[src/rtl/game_pkg.sv]
// Shared game constants: gamestate codes, scheduler states and
// obstacle widths used across the obstacle lane blocks.
package game_pkg;

  localparam logic [1:0] UNBEGIN = 2'b00;
  localparam logic [1:0] RUNNING = 2'b01;
  localparam logic [1:0] DEAD    = 2'b11;

  typedef enum logic [1:0] {
    S_IDLE   = 2'b00,
    S_GAP    = 2'b01,
    S_MOVE   = 2'b10,
    S_FREEZE = 2'b11
  } sched_state_e;

  localparam logic [9:0] OBST_W_DEFAULT = 10'd100;
  localparam logic [9:0] OBST_W_SMALL   = 10'd40;
  localparam logic [9:0] OBST_W_LARGE   = 10'd160;

  // 2'b10 is not a legal code and is folded into Dead.
  function automatic logic is_dead(input logic [1:0] gs);
    return gs[1];
  endfunction

endpackage

[src/rtl/obstacle_spawn_scheduler_if.sv]
// Control/status bundle between the game controller, the scheduler
// and the obstacle renderer.
interface obstacle_spawn_scheduler_if;
  logic [1:0]         gamestate;
  logic               frame_tick;
  logic [9:0]         obstacle_width;
  logic               spawn;
  logic signed [11:0] obstacle_x;
  logic               obstacle_active;
  logic [4:0]         scroll_speed;
  logic [1:0]         sched_state;

  modport master (
    input  gamestate,
    input  frame_tick,
    input  obstacle_width,
    output spawn,
    output obstacle_x,
    output obstacle_active,
    output scroll_speed,
    output sched_state
  );

  modport slave (
    output gamestate,
    output frame_tick,
    output obstacle_width,
    input  spawn,
    input  obstacle_x,
    input  obstacle_active,
    input  scroll_speed,
    input  sched_state
  );
endinterface

[src/rtl/lfsr16.sv]
// 16-bit Galois LFSR, x^16+x^14+x^13+x^11+1, advancing when en is high.
module lfsr16 #(
  parameter logic [15:0] SEED = 16'hACE1
) (
  input  logic        clk,
  input  logic        rst,
  input  logic        en,
  output logic [15:0] q
);

  logic [15:0] q_q;
  logic [15:0] q_d;

  always_comb begin
    q_d = q_q;
    if (en) begin
      q_d = {1'b0, q_q[15:1]}
          ^ ({16{q_q[0]}} & 16'hB400);
    end
  end

  always_ff @(posedge clk or posedge rst) begin
    if (rst) q_q <= SEED;
    else     q_q <= q_d;
  end

  assign q = q_q;

endmodule

[src/rtl/obstacle_spawn_scheduler.sv]
// Obstacle lane sequencer: random spawn gaps, per-frame scrolling
// and a play-time speed ramp.
module obstacle_spawn_scheduler
  import game_pkg::*;
#(
  parameter int          SCREEN_W          = 640,
  parameter int          MIN_GAP           = 20,
  parameter int          GAP_RAND_BITS     = 6,
  parameter int          SPEED_INIT        = 4,
  parameter int          SPEED_MAX         = 12,
  parameter int          SPEED_STEP_FRAMES = 600,
  parameter logic [15:0] LFSR_SEED         = 16'hACE1
) (
  input logic                        clk,
  input logic                        rst,
  obstacle_spawn_scheduler_if.master bus
);

  localparam int FW = $clog2(SPEED_STEP_FRAMES);

  sched_state_e       state_q, state_d;
  logic [15:0]        lfsr;
  logic [15:0]        gap_q, gap_d, gap_load;
  logic [FW-1:0]      frm_q, frm_d;
  logic [4:0]         spd_q, spd_d;
  logic signed [11:0] x_q, x_d, x_next;
  logic signed [12:0] edge_sum;
  logic               act_q, act_d;
  logic               spawn_q, spawn_d;
  logic [9:0]         w_q, w_d;
  logic               clear, reload;
  logic               run, unbegin, dead, tick;
  logic               unused_lfsr;

  lfsr16 #(.SEED(LFSR_SEED)) u_lfsr (
    .clk (clk),
    .rst (rst),
    .en  (bus.frame_tick),
    .q   (lfsr)
  );

  assign unused_lfsr = ^lfsr[15:GAP_RAND_BITS];

  assign run     = (bus.gamestate == RUNNING);
  assign unbegin = (bus.gamestate == UNBEGIN);
  assign dead    = is_dead(bus.gamestate);
  assign tick    = bus.frame_tick;

  assign gap_load = 16'(MIN_GAP)
                  + 16'(lfsr[GAP_RAND_BITS-1:0]);

  // Exit test uses the post-move position, so x never passes -width.
  assign x_next   = x_q - $signed({7'd0, spd_q});
  assign edge_sum = $signed({x_next[11], x_next})
                  + $signed({3'd0, w_q});

  always_comb begin
    state_d = state_q;
    gap_d   = gap_q;
    frm_d   = frm_q;
    spd_d   = spd_q;
    x_d     = x_q;
    act_d   = act_q;
    spawn_d = 1'b0;
    w_d     = spawn_q ? bus.obstacle_width : w_q;
    clear   = 1'b0;
    reload  = 1'b0;
    unique case (state_q)
      S_IDLE: begin
        if (run) begin
          state_d = S_GAP;
          reload  = 1'b1;
        end
      end
      S_GAP, S_MOVE: begin
        if (unbegin) begin
          state_d = S_IDLE;
          clear   = 1'b1;
        end else if (dead) begin
          state_d = S_FREEZE;
        end else if (tick) begin
          if (frm_q == FW'(SPEED_STEP_FRAMES - 1)) begin
            frm_d = '0;
            if (spd_q < 5'(SPEED_MAX))
              spd_d = spd_q + 5'd1;
          end else begin
            frm_d = frm_q + 1'b1;
          end
          if (state_q == S_GAP) begin
            if (gap_q != 16'd0) begin
              gap_d = gap_q - 16'd1;
            end else begin
              state_d = S_MOVE;
              spawn_d = 1'b1;
              x_d     = 12'(SCREEN_W);
              act_d   = 1'b1;
            end
          end else if (edge_sum <= 0) begin
            state_d = S_GAP;
            act_d   = 1'b0;
            x_d     = 12'(SCREEN_W);
            reload  = 1'b1;
          end else begin
            x_d = x_next;
          end
        end
      end
      S_FREEZE: begin
        if (unbegin) begin
          state_d = S_IDLE;
          clear   = 1'b1;
        end else if (run) begin
          state_d = S_GAP;
          clear   = 1'b1;
          reload  = 1'b1;
        end
      end
      default: ;
    endcase
    if (clear) begin
      x_d   = 12'(SCREEN_W);
      act_d = 1'b0;
      spd_d = 5'(SPEED_INIT);
      gap_d = '0;
      frm_d = '0;
      w_d   = OBST_W_DEFAULT;
    end
    if (reload) gap_d = gap_load;
  end

  always_ff @(posedge clk or posedge rst) begin
    if (rst) begin
      state_q <= S_IDLE;
      gap_q   <= '0;
      frm_q   <= '0;
      spd_q   <= 5'(SPEED_INIT);
      x_q     <= 12'(SCREEN_W);
      act_q   <= 1'b0;
      spawn_q <= 1'b0;
      w_q     <= OBST_W_DEFAULT;
    end else begin
      state_q <= state_d;
      gap_q   <= gap_d;
      frm_q   <= frm_d;
      spd_q   <= spd_d;
      x_q     <= x_d;
      act_q   <= act_d;
      spawn_q <= spawn_d;
      w_q     <= w_d;
    end
  end

  assign bus.spawn           = spawn_q;
  assign bus.obstacle_x      = x_q;
  assign bus.obstacle_active = act_q;
  assign bus.scroll_speed    = spd_q;
  assign bus.sched_state     = state_q;

endmodule

[src/flat_wrapper.sv]
// flat-port wrapper written by rule: the top's interface ports become plain ports
module obstacle_spawn_scheduler_flat import game_pkg::*;
#(
  parameter int          SCREEN_W          = 640,
  parameter int          MIN_GAP           = 20,
  parameter int          GAP_RAND_BITS     = 6,
  parameter int          SPEED_INIT        = 4,
  parameter int          SPEED_MAX         = 12,
  parameter int          SPEED_STEP_FRAMES = 600,
  parameter logic [15:0] LFSR_SEED         = 16'hACE1
)
  (clk, rst, bus_gamestate, bus_frame_tick, bus_obstacle_width, bus_spawn, bus_obstacle_x, bus_obstacle_active, bus_scroll_speed, bus_sched_state);
  obstacle_spawn_scheduler_if bus_i ();
  input logic clk;
  input logic rst;
  input wire logic [$bits(bus_i.gamestate)-1:0] bus_gamestate;
  input wire logic [$bits(bus_i.frame_tick)-1:0] bus_frame_tick;
  input wire logic [$bits(bus_i.obstacle_width)-1:0] bus_obstacle_width;
  output wire logic [$bits(bus_i.spawn)-1:0] bus_spawn;
  output wire logic [$bits(bus_i.obstacle_x)-1:0] bus_obstacle_x;
  output wire logic [$bits(bus_i.obstacle_active)-1:0] bus_obstacle_active;
  output wire logic [$bits(bus_i.scroll_speed)-1:0] bus_scroll_speed;
  output wire logic [$bits(bus_i.sched_state)-1:0] bus_sched_state;
  assign bus_i.gamestate = bus_gamestate;
  assign bus_i.frame_tick = bus_frame_tick;
  assign bus_i.obstacle_width = bus_obstacle_width;
  assign bus_spawn = bus_i.spawn;
  assign bus_obstacle_x = bus_i.obstacle_x;
  assign bus_obstacle_active = bus_i.obstacle_active;
  assign bus_scroll_speed = bus_i.scroll_speed;
  assign bus_sched_state = bus_i.sched_state;
  obstacle_spawn_scheduler #(.SCREEN_W(SCREEN_W), .MIN_GAP(MIN_GAP), .GAP_RAND_BITS(GAP_RAND_BITS), .SPEED_INIT(SPEED_INIT), .SPEED_MAX(SPEED_MAX), .SPEED_STEP_FRAMES(SPEED_STEP_FRAMES), .LFSR_SEED(LFSR_SEED)) u_core (.clk(clk), .rst(rst), .bus(bus_i));
endmodule
[config.mk]
export PLATFORM = sky130hd
export DESIGN_NAME = obstacle_spawn_scheduler_flat
export DESIGN_NICKNAME = d
export VERILOG_FILES = /design/src/rtl/game_pkg.sv /design/src/rtl/obstacle_spawn_scheduler_if.sv /design/src/rtl/lfsr16.sv /design/src/rtl/obstacle_spawn_scheduler.sv /design/src/flat_wrapper.sv
export SDC_FILE = /design/constraint.sdc
export NUM_CORES = 1
export LEC_CHECK = 0
export ABC_AREA = 1
export CORE_UTILIZATION = 39
export CTS_BUF_LIST = sky130_fd_sc_hd__clkbuf_16
export DETAILED_ROUTE_END_ITERATION = 10
export PLACE_DENSITY = 0.68
export SLEW_MARGIN = 20
export SYNTH_ARGS = -nofsm -noshare
export SYNTH_HDL_FRONTEND = slang
export SYNTH_SLANG_ARGS = --single-unit
[constraint.sdc]
create_clock -name clk -period 11.08 [get_ports clk]
set_input_delay 2.216 -clock clk [delete_from_list [all_inputs] [get_ports clk]]
set_output_delay 2.216 -clock clk [all_outputs]
set_load 0.005 [all_outputs]
======== Word level (Yosys, flattened, before mapping) ========
Index checks and enable logic that the tools add are counted.
storage, ports and cells
  flip-flop bits (word level) ............. 73
  output and inout port bits .............. 21
  bits of input ports ..................... 15
  logic and storage cells ................. 116
cells by class
  magnitude comparators ................... 2
  muxes and demuxes ....................... 65
  bitwise logic cells ..................... 1
  equality and inequality tests ........... 13
  reduce and logical (&&, ||, !) cells .... 20
  add/sub/neg operators ................... 6
operator list
  kind                                                             count
  2-to-1 mux 16 bit                                                8
  2-to-1 mux 12 bit                                                8
  2-to-1 mux 10 bit                                                8
  2-to-1 mux 5 bit                                                 7
  2-to-1 mux 1 bit                                                 23
  AND reduction 6 bit                                              3
  2-to-1 mux 2 bit                                                 8
  nonzero test 16 bit                                              1
  subtractor 16 x 1 -> 16 bit, second input constant               1
  bitwise XOR 15 x 16 -> 16 bit                                    1
  nonzero test 3 bit                                               5
  adder 12 x 11 -> 13 bit                                          1
  less-or-equal comparator 13 x 1 -> 1 bit, second input constant  1
  subtractor 12 x 6 -> 12 bit                                      1
  adder 10 x 1 -> 10 bit, second input constant                    1
  == test 10 bit, second input constant                            1
  nonzero test 2 bit                                               5
  adder 5 x 6 -> 7 bit, first input constant                       1
  != test 3 x 1 -> 1 bit, second input constant                    2
  case mux 2 bit (3 select lines)                                  1
  adder 5 x 1 -> 5 bit, second input constant                      1
  less-than comparator 5 x 4 -> 1 bit, second input constant       1
  != test 5 x 2 -> 1 bit, second input constant                    1
  != test 5 x 4 -> 1 bit, second input constant                    1
  12 further kinds                                                 16

======== Depth between registers and ports, before layout ========
Gate-level depths: netlist (run 1).
  depth in word-level cells ............... 11
  gate-level depth with buffers ........... 30
  mapped depth without buffers ............ 30

======== Hierarchy ========
From an unflattened synthesis (run 1), not the netlist that was laid out.
unflattened totals
  cell total of the unflattened synthesis .. 672
  area total of the unflattened synthesis .. 4858.4 um^2
modules (own cells, without submodules)
  module                    cells each  area an instance (um^2)  instances
  obstacle_spawn_scheduler  601         4174.0                   1
  lfsr16                    71          684.4                    1

======== Worst setup path after synthesis (run 1) ========
OpenSTA, ideal clock, no wires.
  path type ............................... reg2reg
  start ................................... reg u_core.spd_q[2], in the netlist u_core.bus.scroll_speed[2]
  end ..................................... reg u_core.gap_q[10]
  clock period less this slack ............ 3.538 ns
  cell stages (with the launch flop) ...... 26
  slack ................................... 7.542 ns
  path buffers ............................ 1
  data required time ...................... 10.962 ns
  arrival time ............................ 3.419 ns
  cell sequence ........................... dfstp_2 -> inv_1 -> ha_1 -> a21oi_1 -> nand2_1 -> a21oi_1 -> nor2_1 -> nor2_1 -> nand2_1 -> xor2_1 -> inv_1 -> ha_1 -> a21o_1 -> a21oi_1 -> nand2_1 -> a21oi_1 -> nand3_1 -> nand2_1 -> nand3_2 -> nand2_2 -> nand2_4 -> nand3_4 -> nand2_8 -> buf_12 -> nand2_2 -> o21ai_2
between the ends
  longest elaborated chain between the ends .. 11
RTL lines
  element                                                                               line                             text
  start, declared                                                                       obstacle_spawn_scheduler.sv:25   logic [4:0] spd_q, spd_d;
  start signal, assigned                                                                obstacle_spawn_scheduler.sv:136  spd_q <= 5'(SPEED_INIT);
  start signal, assigned                                                                obstacle_spawn_scheduler.sv:145  spd_q <= spd_d;
  subtractor 12 x 6 -> 12 bit *                                                         obstacle_spawn_scheduler.sv:53   assign x_next = x_q - $signed({7'd0, spd_q});
  adder 12 x 11 -> 13 bit *                                                             obstacle_spawn_scheduler.sv:55   + $signed({3'd0, w_q});
  less-or-equal comparator 13 x 1 -> 1 bit *                                            obstacle_spawn_scheduler.sv:98   end else if (edge_sum <= 0) begin
  2-to-1 mux 1 bit *                                                                    obstacle_spawn_scheduler.sv:98
  2-to-1 mux 1 bit *                                                                    obstacle_spawn_scheduler.sv:89   if (state_q == S_GAP) begin
  2-to-1 mux 1 bit *                                                                    obstacle_spawn_scheduler.sv:81   end else if (tick) begin
  2-to-1 mux 1 bit *                                                                    obstacle_spawn_scheduler.sv:79   end else if (dead) begin
  2-to-1 mux 1 bit *                                                                    obstacle_spawn_scheduler.sv:76   if (unbegin) begin
  case mux 1 bit (3 select lines) *                                                     obstacle_spawn_scheduler.sv:68   unique case (state_q)
  != test 3 x 1 -> 1 bit (no source line) / nonzero test 3 bit (equally long branches)  -
  AND reduction 6 bit (no source line)                                                  -
  end signal, assigned                                                                  obstacle_spawn_scheduler.sv:143  gap_q <= gap_d;
  end, declared                                                                         obstacle_spawn_scheduler.sv:23   logic [15:0] gap_q, gap_d, gap_load;
Mark *: on every way between the ends. The rest lies on a longest branch, timed or not.
A chain may end at the register's enable or synchronous reset.

======== Final worst setup path (run 1) ========
  start ................................... in bus_gamestate[1]
  end ..................................... reg u_core.spd_q[0], in the netlist u_core.bus.scroll_speed[0]
between the ends
  longest elaborated chain between the ends .. 6
RTL lines
  element                                                                               line                             text
  start, declared                                                                       flat_wrapper.sv:16               input wire logic [$bits(bus_i.gamestate)-1:0] bus_gamestate;
  == test 2 x 1 -> 1 bit                                                                obstacle_spawn_scheduler.sv:44   assign run = (bus.gamestate == RUNNING);
  2-to-1 mux 1 bit                                                                      obstacle_spawn_scheduler.sv:112  end else if (run) begin
  2-to-1 mux 1 bit                                                                      obstacle_spawn_scheduler.sv:109  if (unbegin) begin
  case mux 1 bit (2 select lines)                                                       obstacle_spawn_scheduler.sv:68
  != test 2 x 1 -> 1 bit (no source line) / nonzero test 2 bit (equally long branches)  -
  AND reduction 6 bit (no source line)                                                  -
Parallel ways exist; a longest one is shown, timed or not.

==> impl_metrics.tcl, run 1 <==
set metrics [dict create \
    synthCells 658 \
    clockBufferDepth 2 \
    clock_sinks 73 \
    r2r-start "u_core.bus.scroll_speed[2]" \
    crit_required_ps 11300 \
    die_h_um 115 \
    synthArstFlopShare 1.00 \
    max_slew.worst_pin.slew_ps 1000 \
    cts.clk_slew.worst_paths_ps 60 \
    ys_top_cells_by_area "dfrtp_1 (30%), nand2_1 (13%), dfstp_2 (7.4%)" \
    ir_worst_vdd_mv 0.139 \
    cts_resized 0 \
    crit_path_end "u_core.bus.scroll_speed[0]" \
    clkLatencyLatePin_ps 330 \
    worstPathArrival_ps 4930 \
    grt_max_degree 74 \
    synth_top_cell_area_share 0.299 \
    grt_pass1_wl_mm 19.1 \
    fin_util 0.474 \
    cts_setup_buffers 0 \
    worstSetupEndpointType "register" \
    finalCriticalPeriod_ps 4700 \
    p_per_area_nw_per_um2 316 \
    drt-vias-per-instance 4.90 \
    area_growth_pct 16.7 \
    drv_cap 0 \
    synth_area_leader_cell "dfrtp_1" \
    clock-root-buffer "clkbuf_16" \
    layout.nets 732 \
    p_leak_nw 2.94 \
    critical_path.startpoint_type "input pin" \
    cts_tree "built" \
    netlist_area_sq_um 4940 \
    detail-route-antenna-nets 0 \
    r2r_end "u_core.gap_q[0]" \
    postSynthAreaPerCell_sq_um 7.51 \
    grt_setup_unrepaired "no" \
    setup_tns_ps 0 \
    worstHoldPathType "register to register" \
    place_congestion 0.893 \
    finalCritPeriodShare 0.425 \
    ys.flop_type "dfrtp_1" \
    ios 36 \
    synth-seq-cells 73 \
    track_usage 0.184 \
    fmax_mhz 213 \
    postCtsHoldBufs 0 \
    fillCellCount 1169 \
    yosysWarnings 0 \
    clock_skew_ps 8.71 \
    mappedNetlistNets 697 \
    multi_input_area_sq_um 2610 \
    synth.distinct_cells 50 \
    antenna_cells 0 \
    initial_core_util 0.406 \
    die_x_um 115 \
    path_class "input pin to register" \
    dr_total_vias 4245 \
    wl_per_cell_um 12.6 \
    antenna_found_initial 0 \
    hpwlAfterDp_mm 7.97 \
    wirelength_mm 10.9 \
    ys_seq_area_frac 0.373 \
    startpoint "bus_gamestate[1]" \
    htree_num_levels 3 \
    drtIter0Drc 248 \
    seq_area_sq_um 1840 \
    dr.pass1.iters 4 \
    yosysMostFrequentCell "nand2_1" \
    status "complete, no violations" \
    numCtsBuffers 9 \
    report.final.hold_viol_count 0 \
    synth-edff-count 0 \
    rows 40 \
    grt_overflow_total 0 \
    drc 0 \
    grt_pass1_vias 4046 \
    ff2ff_setup_slack_ps 6800 \
    portBuffers 35 \
    die_area_sq_um 13100 \
    core-area_sq_um 12200 \
    max-slew-margin-rel 0.331 \
    report.final.slew_viol_count 0 \
    synthTopCellsByCount "nand2_1 (172), inv_1 (98), dfrtp_1 (59)" \
    r2r_cells 26 \
    cp_max_fo 24 \
    drive_above_1_share 0.130 \
    finalSetupViolCount 0 \
]
==> final cells by class <==
cell class,count,share of cell area
Clock inverter,7,0.0189
Tap cell,168,0.0365
Timing Repair Buffer,37,0.0634
Multi-Input combinational cell,467,0.452
Inverter,105,0.0707
Clock buffer,9,0.0391
Sequential cell,73,0.320
==> worst min path at each step <==
stage	startpoint	endpoint	slack [ps]	depth (start not counted)
after floorplan	u_core.u_lfsr.q[15]	u_core.u_lfsr.q[15]	440	2
final	u_core.u_lfsr.q[15]	u_core.u_lfsr.q[15]	470	2
after global routing	u_core.u_lfsr.q[15]	u_core.u_lfsr.q[15]	490	2
after detailed placement	u_core.u_lfsr.q[15]	u_core.u_lfsr.q[15]	460	2
after global placement	u_core.u_lfsr.q[15]	u_core.u_lfsr.q[15]	450	2
after CTS	u_core.u_lfsr.q[15]	u_core.u_lfsr.q[15]	470	2
==> per-stage QoR <==
step	hold WS (ps)	instances	total power [mW]	area (sq um)	setup slack (ps)
4_1_cts	466	866	1.83	5770	6310
6_report	467	866	1.82	5770	6380
5_1_grt	491	866	2.01	5770	6010
3_3_place_gp	454	850	1.47	5430	6060
3_5_place_dp	458	850	1.49	5430	5990
2_1_floorplan	444	658	1.26	4940	7030
==> metal layers <==
| metal | global-route usage | vias up | share of wire |
|---|---|---|---|
| met5 | 0 | - | 0 |
| met4 | 0.0468 | 0 | 0.0077 |
| met3 | 0.0344 | 8 | 0.035 |
| met2 | 0.300 | 85 | 0.47 |
| met1 | 0.250 | 1971 | 0.49 |
| li1 | - | 2181 | - |
==> registers in the layout, indices dropped and copies added (netlist names) <==
register / count
u_core.bus.spawn: 1
u_core.gap_q: 16
u_core.frm_q: 10
u_core.bus.sched_state: 2
u_core.u_lfsr.q: 16
u_core.bus.scroll_speed: 5
u_core.bus.obstacle_active: 1
u_core.w_q: 10
u_core.bus.obstacle_x: 12
==> worst max-delay path: stages <==
cell and delay (ps):
clkdlybuf4s50_1 510, inv_1 130, nand3_1 710, bufinv_8 510, nor2_2 100, inv_2 130
nand2_1 140, nor2_2 240, o21ai_0 130, o21a_1 110
==> kinds of logic after synthesis <==
group           synth area share
compound gates             0.109
xor+xnor                  0.0408
fa+ha+maj                 0.0638
buf+inv                   0.0997
flops                      0.373
simple gates               0.313
==> report_power, final <==
part / internal (mW) / total [mW] / leakage [nW] / switching [mW]
Combinational: 0.408 / 1.04 / 1.84 / 0.627
Sequential: 0.370 / 0.459 / 0.931 / 0.0888
Clock: 0.218 / 0.328 / 0.167 / 0.111
==> layout by cell type, fill, tap and decap left out, drive strengths merged, types with 13 or more instances in the layout <==
cell,Yosys,final
a21oi,26,26
o21ai,47,47
nand3,40,40
dfstp,14,14
nor2,58,58
inv,104,104
clkdlybuf4s50,0,35
dfrtp,59,59
nand2,193,193
nand4,13,13
xor2,17,17
ha,22,22
nor3,14,14
Power figures use the tool's default switching activity.
==> inputs of run 2 (changes only) <==
Settings changed: PLACE_DENSITY 0.68 to 0.7.
Clock period 11.08 ns to 4.2 ns, I/O delays scaled along.
==> run 2 against run 1 <==
Sequential share of layout area is 0.22 points lower. Register-to-register slack worse by 6500 ps. Clock skew is 2.7 ps lower. Clock power is 110% higher. Core utilization is 0.33 points higher. Cell area is 0.69% higher. Wire length is 5.2% higher. Die area stayed put. Global-route usage is 0.68 points higher. Combinational power grew to 2.7 times the previous value. Final cell count is 0.69% higher. Critical endpoint is now u_core.gap_q[2].
==> impl_metrics.tcl, run 2 (synthesis results as in run 1) <==
set metrics [dict create \
    status "complete, no violations" \
    mostFrequentLayoutCells "nand2_1 (172), inv_1 (99), dfrtp_1 (59)" \
    grt-busiest-layer "met2" \
    worstPathArrival_ps 4130 \
    htree_num_levels 3 \
    max-slew-margin-rel 0.490 \
    grt_use_met3 0.0498 \
    portBuffers 35 \
    finalNonFillerCells 872 \
    setup_tns_ps 0 \
    clock_skew_ps 6.01 \
    crit_path_top_delay_cell "dfstp_2" \
    critPathBufInv 4 \
    core-area_sq_um 12200 \
    cts.clk_slew.worst_paths_ps 60 \
    placed_cells 853 \
    finalCriticalPeriod_ps 3900 \
    drv_cap 0 \
    cts_tree "built" \
    path_class "register to register" \
    drc 0 \
    grtUsageMet1 0.235 \
    dr_total_vias 4341 \
    layout_commonest_cell "nand2_1" \
    die_x_um 115 \
    drive_above_1_share 0.139 \
    dr.pass1.iters 5 \
    detail-route-antenna-nets 0 \
    cp_max_fo 14 \
    die_area_sq_um 13100 \
    grt_overflow_total 0 \
    report.final.slew_viol_count 0 \
    cpMostUsedCell "nand2_1" \
    clkLatencyLatePin_ps 340 \
    max_slew.worst_pin.slew_ps 764 \
    finalCritPeriodShare 0.929 \
    grt_max_degree 39 \
    drtIter0Drc 192 \
    place_congestion 0.902 \
    report.final.hold_viol_count 0 \
    finalSetupViolCount 0 \
    clock-root-buffer "clkbuf_16" \
    critical_path.startpoint_type "register" \
    ios 36 \
    grt_use_met2 0.317 \
    drt-vias-per-instance 4.98 \
    grt_pass1_vias 4345 \
    rows 40 \
    wl_per_cell_um 13.2 \
    p_leak_nw 2.93 \
    layout.nets 738 \
    worstSetupEndpointType "register" \
    fmax_mhz 256 \
    slowest_delay_ps 560 \
    postCtsHoldBufs 0 \
    area_growth_pct 17.5 \
    die_h_um 115 \
    clockBufferDepth 2 \
    grt_pass1_wl_mm 19.6 \
    track_usage 0.190 \
    antenna_cells 0 \
    hpwlAfterDp_mm 8.55 \
    antenna_found_initial 0 \
    initial_core_util 0.406 \
    ir_worst_vdd_mv 0.246 \
    wirelength_mm 11.5 \
    cp_top_family "simple AND/OR/NAND/NOR gates" \
    crit_required_ps 4430 \
    clock_sinks 73 \
    p_per_area_nw_per_um2 815 \
    worstHoldPathType "register to register" \
    numCtsBuffers 9 \
]
-- run 2: cell types whose count changed in the layout (fill, tap and decap cells not counted), moves of 2 or more --
| cell | delta |
|---|---|
| buf_4 | +4 |
| nor2_2 | +2 |
| bufinv_16 | -3 |
| ha_4 | +2 |
| nand2_8 | +2 |
| ha_1 | -2 |
| nor2_1 | -2 |
| inv_1 | +2 |
-- run 2: area by class of cell --
cell class	count	area, sq um
clock buffer	9	225
multi-input combinational	468	2670
inverter	105	413
sequential	73	1840
clock inverter	7	30.0
tap	168	210
timing repair buffer	42	415
fill	1147	6350
-- run 2: power breakdown --
part | switching, mW | internal (mW) | total (mW)
logic | 1.71 | 1.13 | 2.84
clock network | 0.287 | 0.388 | 0.674
registers | 0.243 | 0.978 | 1.22
total | 2.24 | 2.49 | 4.73
-- run 2: path summary, 6_finish.rpt --
check | start | to | slack (ps) | cells after the start
min in group asynchronous | rst | u_core.u_lfsr.q[9] | 960 | 2
min reg2reg | u_core.u_lfsr.q[11] | u_core.u_lfsr.q[11] | 470 | 2
max in group asynchronous | rst | u_core.w_q[5] | 2520 | 3
min | u_core.u_lfsr.q[11] | u_core.u_lfsr.q[11] | 470 | 2
max reg2reg | u_core.bus.scroll_speed[2] | u_core.gap_q[2] | 300 | 26
max | u_core.bus.scroll_speed[2] | u_core.gap_q[2] | 300 | 26
-- run 2: per-layer routing --
layer / share of wire / up-vias
met5: 0 / -
met4: 0.026 / 0
met3: 0.039 / 31
met2: 0.48 / 92
met1: 0.45 / 2023
li1: - / 2195
-- run 2: worst min-delay path, stage by stage (launching register included) --
cell     delay (ps)
dfstp_2         370
nand2_1          60
nand2_1          40
-- run 2: metrics by stage --
step           area (sq um)   util  setup WS (ps)  total power [mW]  hold WS [ps]
2_1_floorplan          4940      -            662              3.31           444
3_3_place_gp           5470  0.450            269              3.86           451
5_1_grt                5810  0.477          -28.4              5.24           506
6_report               5810  0.477            298              4.73           473
3_5_place_dp           5470  0.450            108              3.95           466
4_1_cts                5720  0.471           64.7              4.65           474
-- run 2: timing repair --
item | in CTS | in global routing
setup buffers | 0 | 2
resized for setup | 0 | 10
setup endpoints to repair | 0 | 28
